## src/rtl/ethpipe_pkg.sv

```systemverilog
// Shared definitions for the GMII RX pipeline: FSM encodings, header geometry,
// preamble/SFD bytes and the CRC-32 constants used by the FCS checker.
package ethpipe_pkg;

  typedef enum logic [2:0] {
    RX_IDLE   = 3'd0,
    RX_DATA   = 3'd1,
    RX_HDR    = 3'd2,
    RX_COMMIT = 3'd3,
    RX_DROP   = 3'd4
  } rx_state_t;

  localparam int          RX_HDR_WORDS    = 7;
  localparam logic [31:0] CRC32_RESIDUE   = 32'hC704DD7B;
  localparam logic [31:0] CRC32_POLY_REFL = 32'hEDB88320;
  localparam logic [7:0]  PREAMBLE_BYTE   = 8'h55;
  localparam logic [7:0]  SFD_BYTE        = 8'hD5;

  // One byte of the reflected (LSB-first) Ethernet CRC-32, no final inversion.
  function automatic logic [31:0] crc32_byte(input logic [31:0] crc, input logic [7:0] d);
    logic [31:0] c;
    c = crc;
    for (int i = 0; i < 8; i++) begin
      c = (c >> 1) ^ (((c[0] ^ d[i]) == 1'b1) ? CRC32_POLY_REFL : 32'h0);
    end
    return c;
  endfunction

endpackage

```

## src/rtl/rx_fcs_chk.sv

```systemverilog
// Running CRC-32 over every byte after the SFD, FCS included; a good frame
// leaves the fixed residue in the register.
module rx_fcs_chk
  import ethpipe_pkg::*;
(
  input  logic       gmii_rx_clk,
  input  logic       sys_rst,
  input  logic       init,
  input  logic       en,
  input  logic [7:0] data,
  output logic       fcs_ok
);

  logic [31:0] crc;
  logic [31:0] crc_rev;

  always_ff @(posedge gmii_rx_clk) begin
    if (sys_rst || init) begin
      crc <= '1;
    end else if (en) begin
      crc <= crc32_byte(crc, data);
    end
  end

  // The residue constant is stated MSB-first, the register is kept reflected.
  always_comb begin
    crc_rev = '0;
    for (int i = 0; i < 32; i++) begin
      crc_rev[i] = crc[31-i];
    end
  end

  assign fcs_ok = (crc_rev == CRC32_RESIDUE);

endmodule

```

## src/rtl/receiver.sv

```systemverilog
// GMII receive engine: SFD detect, timestamp, FCS check, big-endian packing into the
// RX slot ring behind a 7-word header. Define RX_BAD_FRAME_KEEP_EN to keep FCS-bad frames.
module receiver
  import ethpipe_pkg::*;
#(
  parameter logic [15:0] MIN_LEN = 16'd64,
  parameter logic [15:0] MAX_LEN = 16'd1522
) (
  input  logic        gmii_rx_clk,
  input  logic        sys_rst,
  input  logic [63:0] global_counter,
  input  logic [7:0]  gmii_rxd,
  input  logic        gmii_rx_dv,
  input  logic        gmii_rx_er,
  output logic [15:0] slot_rx_eth_data,
  output logic [1:0]  slot_rx_eth_byte_en,
  output logic [13:0] slot_rx_eth_addr,
  output logic        slot_rx_eth_wr_en,
  output logic [13:0] mem_wr_ptr,
  input  logic [13:0] mem_rd_ptr,
  output logic [15:0] rx_drop_cnt
);

  rx_state_t   state, state_next;
  logic [15:0] cnt;
  logic [13:0] wa;
  logic [7:0]  tmp;
  logic [63:0] ts;
  logic [31:0] fcs_sr;
  logic [2:0]  hdr_idx;
  logic        fcs_ok;
  logic        sfd, wa_hit;
  logic        start, take, pack_wr, flush_wr, drop_evt, mark_bad, hdr_wr, commit;
  logic [13:0] free_words;
  logic [15:0] len;
  logic [15:0] hdr_word;

  assign sfd        = gmii_rx_dv && (gmii_rxd == SFD_BYTE);
  assign free_words = mem_rd_ptr - mem_wr_ptr - 14'd1;
  assign wa_hit     = ((wa + 14'd1) == mem_rd_ptr);
  assign len        = cnt - 16'd4;

  rx_fcs_chk u_fcs (
    .gmii_rx_clk (gmii_rx_clk),
    .sys_rst     (sys_rst),
    .init        (start),
    .en          (take),
    .data        (gmii_rxd),
    .fcs_ok      (fcs_ok)
  );

  always_comb begin
    state_next = state;
    start      = 1'b0;
    take       = 1'b0;
    pack_wr    = 1'b0;
    flush_wr   = 1'b0;
    drop_evt   = 1'b0;
    mark_bad   = 1'b0;
    hdr_wr     = 1'b0;
    commit     = 1'b0;
    case (state)
      RX_IDLE: begin
        if (sfd) begin
          if (free_words >= 14'd8) begin
            start      = 1'b1;
            state_next = RX_DATA;
          end else begin
            drop_evt   = 1'b1;
            state_next = RX_DROP;
          end
        end
      end
      RX_DATA: begin
        if (gmii_rx_dv) begin
          // A word landing on mem_rd_ptr-1 would leave the ring looking empty.
          if (gmii_rx_er || (({1'b0, cnt} + 17'd1) > {1'b0, MAX_LEN}) || (cnt[0] && wa_hit)) begin
            drop_evt   = 1'b1;
            state_next = RX_DROP;
          end else begin
            take    = 1'b1;
            pack_wr = cnt[0];
          end
        end else begin
          flush_wr = cnt[0] && !wa_hit;
          if (cnt[0] && wa_hit) begin
            drop_evt   = 1'b1;
            state_next = RX_IDLE;
          end else if (cnt < MIN_LEN) begin
            drop_evt   = 1'b1;
            state_next = RX_IDLE;
          end else if (!fcs_ok) begin
`ifdef RX_BAD_FRAME_KEEP_EN
            mark_bad   = 1'b1;
            state_next = RX_HDR;
`else
            drop_evt   = 1'b1;
            state_next = RX_IDLE;
`endif
          end else begin
            state_next = RX_HDR;
          end
        end
      end
      RX_HDR: begin
        hdr_wr = 1'b1;
        if (hdr_idx == 3'(RX_HDR_WORDS - 1)) state_next = RX_COMMIT;
      end
      RX_COMMIT: begin
        commit     = 1'b1;
        state_next = RX_IDLE;
      end
      RX_DROP: begin
        if (!gmii_rx_dv) state_next = RX_IDLE;
      end
      default: state_next = RX_IDLE;
    endcase
  end

  always_comb begin
    hdr_word = '0;
    case (hdr_idx)
      3'd0:    hdr_word = len;
      3'd1:    hdr_word = ts[63:48];
      3'd2:    hdr_word = ts[47:32];
      3'd3:    hdr_word = ts[31:16];
      3'd4:    hdr_word = ts[15:0];
      3'd5:    hdr_word = fcs_sr[31:16];
      3'd6:    hdr_word = fcs_sr[15:0];
      default: hdr_word = '0;
    endcase
  end

  // Slot port: wr_en pulses one cycle per word; data/addr/byte_en hold otherwise.
  always_ff @(posedge gmii_rx_clk) begin
    if (sys_rst) begin
      state               <= RX_IDLE;
      cnt                 <= '0;
      wa                  <= '0;
      tmp                 <= '0;
      ts                  <= '0;
      fcs_sr              <= '0;
      hdr_idx             <= '0;
      slot_rx_eth_data    <= '0;
      slot_rx_eth_byte_en <= '0;
      slot_rx_eth_addr    <= '0;
      slot_rx_eth_wr_en   <= 1'b0;
      mem_wr_ptr          <= '0;
      rx_drop_cnt         <= '0;
    end else begin
      state             <= state_next;
      slot_rx_eth_wr_en <= 1'b0;
      if (start) begin
        ts      <= global_counter;
        cnt     <= '0;
        wa      <= mem_wr_ptr + 14'(RX_HDR_WORDS);
        hdr_idx <= '0;
      end
      if (take) begin
        cnt    <= cnt + 16'd1;
        fcs_sr <= {fcs_sr[23:0], gmii_rxd};
        if (!cnt[0]) tmp <= gmii_rxd;
      end
      if (pack_wr) begin
        slot_rx_eth_data    <= {tmp, gmii_rxd};
        slot_rx_eth_byte_en <= 2'b11;
        slot_rx_eth_addr    <= wa;
        slot_rx_eth_wr_en   <= 1'b1;
        wa                  <= wa + 14'd1;
      end
      if (flush_wr) begin
        slot_rx_eth_data    <= {tmp, 8'h00};
        slot_rx_eth_byte_en <= 2'b10;
        slot_rx_eth_addr    <= wa;
        slot_rx_eth_wr_en   <= 1'b1;
      end
      if (mark_bad) ts[63] <= 1'b1;
      if (hdr_wr) begin
        slot_rx_eth_data    <= hdr_word;
        slot_rx_eth_byte_en <= 2'b11;
        slot_rx_eth_addr    <= mem_wr_ptr + 14'(hdr_idx);
        slot_rx_eth_wr_en   <= 1'b1;
        hdr_idx             <= hdr_idx + 3'd1;
      end
      // FCS words sit past the committed end and get overwritten by the next frame.
      if (commit) mem_wr_ptr <= mem_wr_ptr + 14'(RX_HDR_WORDS) + 14'((({1'b0, len} + 17'd1) >> 1));
      if (drop_evt && (rx_drop_cnt != 16'hFFFF)) rx_drop_cnt <= rx_drop_cnt + 16'd1;
    end
  end

endmodule
```

## config.mk

```make
export PLATFORM = sky130hd
export DESIGN_NAME = receiver
export DESIGN_NICKNAME = d
export VERILOG_FILES = /design/src/rtl/ethpipe_pkg.sv /design/src/rtl/rx_fcs_chk.sv /design/src/rtl/receiver.sv
export SDC_FILE = /design/constraint.sdc
export NUM_CORES = 1
export LEC_CHECK = 0
export ABC_AREA = 1
export CAP_MARGIN = 30
export CORE_ASPECT_RATIO = 1.2
export CORE_UTILIZATION = 41
export DETAILED_ROUTE_END_ITERATION = 10
export GPL_ROUTABILITY_DRIVEN = 0
export GPL_TIMING_DRIVEN = 0
export PLACE_DENSITY_LB_ADDON = 0.3
export SYNTH_ARGS = -nofsm -noshare
export SYNTH_HDL_FRONTEND = slang
export SYNTH_SLANG_ARGS = --single-unit
```

## constraint.sdc

```tcl
create_clock -name gmii_rx_clk -period 4.35 [get_ports gmii_rx_clk]
set_input_delay 0.6525 -clock gmii_rx_clk [delete_from_list [all_inputs] [get_ports gmii_rx_clk]]
set_output_delay 0.6525 -clock gmii_rx_clk [all_outputs]
set_load 0.005 [all_outputs]
```

# Yosys cells after proc, flatten, opt, wreduce, memory -nomap -nowiden
# Cells that the tools add are included.
# W data, S select, Z words.
# classes
addsub	12
order_cmp	3
n_eq_ne	18
muxes	58
bitwise	17
n_reduce_logical	16
# op_table
op	n
$mux W32	8
$xor A31 B32 Y32	8
$pmux W16 S7	1
$mux W16	5
$mux W14	5
$add A16 B1 Y16 const B	2
$eq A32 B32 Y1 const B	1
$mux W3	8
$mux W1	23
$add A16 B1 Y17 const B	1
$gt A17 B11 Y1 const B	1
$lt A16 B7 Y1 const B	1
$ne A16 B16 Y1 const B	1
$sub A16 B3 Y16 const B	1
$add A15 B1 Y15 const B	1
$add A14 B1 Y14 const B	1
$add A14 B14 Y14	1
$add A14 B3 Y14	1
$add A14 B3 Y14 const B	1
$eq A14 B14 Y1	1
$ge A14 B4 Y1 const B	1
$sub A14 B1 Y14 const B	1
$sub A14 B14 Y14	1
$eq A3 B2 Y1 const B	4
19 further kinds	45
# word_totals
reg_bits	235
in_bits	90
output_inout_bits	63

# Logic depth before layout (Yosys ltp)
# depth
word_depth	24
ltp_mapped	25

# Modules after synthesis
# Synthesis repeated with hierarchy kept, for this count alone.
# unflattened
hier_cells	2283
area_unflattened_um2	14905.5
# modules_own_cells
mod	n_inst	cells_each	area_per_inst_um2
receiver	1	1923	12595.8
rx_fcs_chk	1	360	2309.7

# Worst setup path after synthesis
# OpenSTA, ideal clock, no wires.
# synth_path
path_kind	flip-flop to flip-flop
startpoint	register cnt[2]
endpoint	register mem_wr_ptr[13]
arrival_time_ps	3233
setup_slack_ps	1008
path_stages_with_launch	23
n_path_buf	1
synth_period_minus_slack_ps	3342
path_cell_list	dfxtp_1 -> buf_2 -> inv_1 -> ha_1 -> or4_1 -> nor2_1 -> nand2_1 -> nor2_1 -> nand3_1 -> nor2_1 -> nand3_1 -> xor2_1 -> inv_1 -> ha_1 -> nand2_1 -> nor2_1 -> o21ai_0 -> o211ai_1 -> a31oi_1 -> nand3b_1 -> nand3_1 -> nand2_1 -> inv_1
# synth_via
elab_chain_len	3
# synth_lines
element	line	source
from (decl)	receiver.sv:25	logic [15:0] cnt;
from (signal assigned)	receiver.sv:160	cnt <= cnt + 16'd1;
$sub A16 B3 Y16	receiver.sv:41	assign len = cnt - 16'd4;
$add A15 B1 Y15	receiver.sv:186	if (commit) mem_wr_ptr <= mem_wr_ptr + 14'(RX_HDR_WORDS) + 14'((({1'b0, len} + 17'd1) >> 1));
$add A14 B14 Y14	receiver.sv:186	
to (signal assigned)	receiver.sv:186	
to (decl)	receiver.sv:19	output logic [13:0] mem_wr_ptr,
# Every way passes these cells.
# A chain may end at the register's enable or synchronous reset.

# Worst setup path in the final report
# Same ends and word-level chain as after synthesis.

==> results.py <==
metrics = {
    "status": {
        "outcome": "completed",
    },
    "clock_network": {
        "cts_sinks": 235,
        "cts_hold_buf": 0,
        "clock_path_buffers": 3,
        "h-tree-depth": 1,
        "cts_tree": "done",
        "cts.clk_slew.worst_paths_ps": 70,
        "cts_buffers": 25,
        "clkLatencyLatePin_ps": 560,
        "clockRootBuffer": "clkbuf_16",
        "cts_setup_buffers": 0,
    },
    "critical_path": {
        "end_kind": "register",
        "worst_ep_required_time_ps": 4820,
        "r2r_slack_ps": 490,
        "path_class": "register to register",
        "path_max_fanout": 9,
        "cp_data_arrival_time_ps": 4320,
        "crit_top_cell": "nand2_1",
        "critPathLaunchType": "register",
        "critical_path.max_stage_delay_ps": 460,
        "slowest_stage": "or4_4",
    },
    "place": {
        "io_buffers": 151,
        "dp_hpwl_mm": 38.2,
        "dp_cells": 2751,
        "dpl_cell_area_um2": 16400,
    },
    "power": {
        "powerDensity_nw_per_um2": 294,
        "p_total_uw": 5110,
        "leakagePower_uw": 0.00734,
        "irDropWorstVdd_v": 0.000277,
    },
    "floorplanning": {
        "coreArea_um2": 34200,
        "die_y_um": 206,
        "floorplan.io_pins": 153,
        "die_w_um": 172,
        "die_area_um2": 35600,
        "initial_utilization_pct": 41.8,
        "rows": 74,
    },
    "cells_and_area": {
        "syn2layout_area_growth_pct": 21.6,
        "drive_above_1_share_pct": 5.64,
        "nNetsFinal": 2457,
        "finalInstanceArea_um2": 17400,
        "final_cells": 2796,
        "diodes": 0,
    },
    "route": {
        "drc": 0,
        "antenna_left": 0,
        "drtIter0Drc": 1215,
        "vias": 15000,
        "vias_per_cell": 5.36,
        "wire_per_inst_um": 17.5,
        "wl_mm": 48.8,
        "dr.pass1.iters": 6,
    },
    "synthesis": {
        "synth_top_area_share_pct": 33.0,
        "syn-cell-area_um2": 14300,
        "synth_area_leaders": "dfxtp_1 33%, nand2_1 11%, inv_1 7.6%",
        "yosysMostFrequentCell": "nand2_1",
        "synth_commonest_cells": "431 x nand2_1, 290 x inv_1, 235 x dfxtp_1",
        "synth-async-reset-ratio_pct": 0,
        "syn_inst": 2144,
        "yosys_warnings": 0,
        "seq_area_frac_synth_pct": 33.0,
        "synth_flop_cell": "dfxtp_1",
        "syn-num-nets": 2279,
        "synth_top_area_cell": "dfxtp_1",
        "synth_cell_types": 51,
        "syn_area_per_cell_um2": 6.66,
        "ys_ff_latch": 235,
        "synth-edff-count": 0,
    },
    "timing": {
        "final_max_slew_viol_count": 0,
        "fmax_mhz": 259,
        "hold_violations": 0,
        "setup_viol": 0,
        "slew_headroom_pct": 34.6,
        "min_period_ps": 3860,
        "fin_crit_sh_pct": 88.7,
        "tightest_slew_ps": 973,
        "rsz0062_at_grt": "false",
        "finalClockSkew_ps": 34.2,
        "hold_slack_ps": 447,
        "tns_ps": 0,
    },
    "global_routing": {
        "track_usage_pct": 27.4,
        "grt_pass1_vias": 14000,
        "antenna_found_initial": 0,
        "gr-total-overflow": 0,
        "grt_pass1_wl_mm": 74.8,
        "grt_max_degree": 15,
    },
    "min_path": {
        "hold_path_class": "register to register",
    },
    "run": {
        "maxCapViolCount": 0,
    },
}
-- worst paths after layout --
check | startpoint | cells past startpoint | endpoint
hold reg to reg | ts[35]$_SDFFE_PP0P_ | 2 | ts[35]$_SDFFE_PP0P_
hold / removal | ts[35]$_SDFFE_PP0P_ | 2 | ts[35]$_SDFFE_PP0P_
setup / recovery | cnt[2]$_SDFFE_PP0P_ | 25 | mem_wr_ptr[13]$_SDFFE_PP0N_
setup reg to reg | cnt[2]$_SDFFE_PP0P_ | 25 | mem_wr_ptr[13]$_SDFFE_PP0N_
-- registers in the layout, indices dropped and copies added, names as in the netlist --
name	flops
fcs_sr	32
u_fcs.crc	32
state	3
slot_rx_eth_addr	14
ts	64
tmp	8
slot_rx_eth_byte_en	2
hdr_idx	3
slot_rx_eth_data	16
rx_drop_cnt	16
mem_wr_ptr	14
slot_rx_eth_wr_en	1
wa	14
cnt	16
-- metal layers --
layer,vias up,GRT usage [%],share of wire (%)
met4,0,15.3,5.8
met2,631,47.3,48
li1,7324,-,-
met3,153,3.18,7.2
met1,6871,32.9,39
met5,-,0,0
-- layout by cell type, fill, tap and decap left out, types with 4 or more instances in the layout --
cell type        instances
nand2_1                431
inv_1                  290
dfxtp_1                235
nor2_1                 219
a21oi_1                210
o21ai_0                173
clkdlybuf4s50_1        151
nand3_1                119
xor2_1                  92
clkbuf_1                42
ha_1                    42
xnor2_1                 34
buf_2                   33
o22ai_1                 33
nand4_1                 28
clkbuf_16               25
nor3_1                  24
o211ai_1                20
buf_4                   14
a31oi_1                 12
nand3b_1                 9
bufinv_16                8
nand2_2                  7
nor2_2                   6
inv_2                    6
or2_2                    5
nor4_1                   5
buf_6                    4
o21ai_1                  4
and2_1                   4
a2111oi_0                4
clkbuf_8                 4
-- metrics by stage --
| stage | setup slack (ps) | util, % |
|---|---|---|
| 3_5_place_dp | 40.5 | 47.9 |
| 6_report | 493 | 50.8 |
| 4_1_cts | 421 | 50.8 |
| 5_1_grt | 12.4 | 50.8 |
| 3_3_place_gp | 33.3 | 47.9 |
| 2_1_floorplan | 1010 | - |
-- critical path, delay by kind of cell (launching register included) --
| kind | cells | cell delay [ps] |
|---|---|---|
| AO/OA/AOI/OAI | 3 | 410 |
| XOR/XNOR | 1 | 150 |
| adder cells (fa/ha/maj) | 2 | 520 |
| buffers and inverters | 5 | 490 |
| flip-flops | 1 | 310 |
| AND/OR/NAND/NOR | 14 | 1860 |
-- logic make-up (layout without fill, tap and decap cells) --
group	Yosys count	after routing	synth area share, %
compound gates	473	473	17.8
xor+xnor	130	130	8.19
fa+ha+maj	45	45	4.10
buf+inv	391	587	11.1
flops	235	235	33.0
simple gates	870	870	25.8
-- final cells by class --
| class | count | area (µm²) |
|---|---|---|
| buffer | 94 | 477 |
| clock buffer | 30 | 684 |
| clock inverter | 15 | 298 |
| fill | 3400 | 16800 |
| inverter | 297 | 1110 |
| multi-input combinational | 1518 | 7990 |
| sequential | 235 | 4700 |
| tap | 456 | 571 |
| timing repair buffer | 151 | 1510 |
-- where the power goes --
part	leakage (µW)	switching, µW	total (µW)	internal [µW]
Clock	0.000471	957	2560	1600
Sequential	0.00189	1.32	2150	2150
Combinational	0.00498	223	396	173
Total	0.00734	1180	5110	3930
-- what timing repair did --
| action | in CTS | in global routing |
|---|---|---|
| gates resized for setup | 0 | 3 |
| endpoints found under the setup margin | 0 | 2 |
| hold endpoints to repair | 0 | 0 |
No activity file was read; power rests on OpenSTA's default activity.
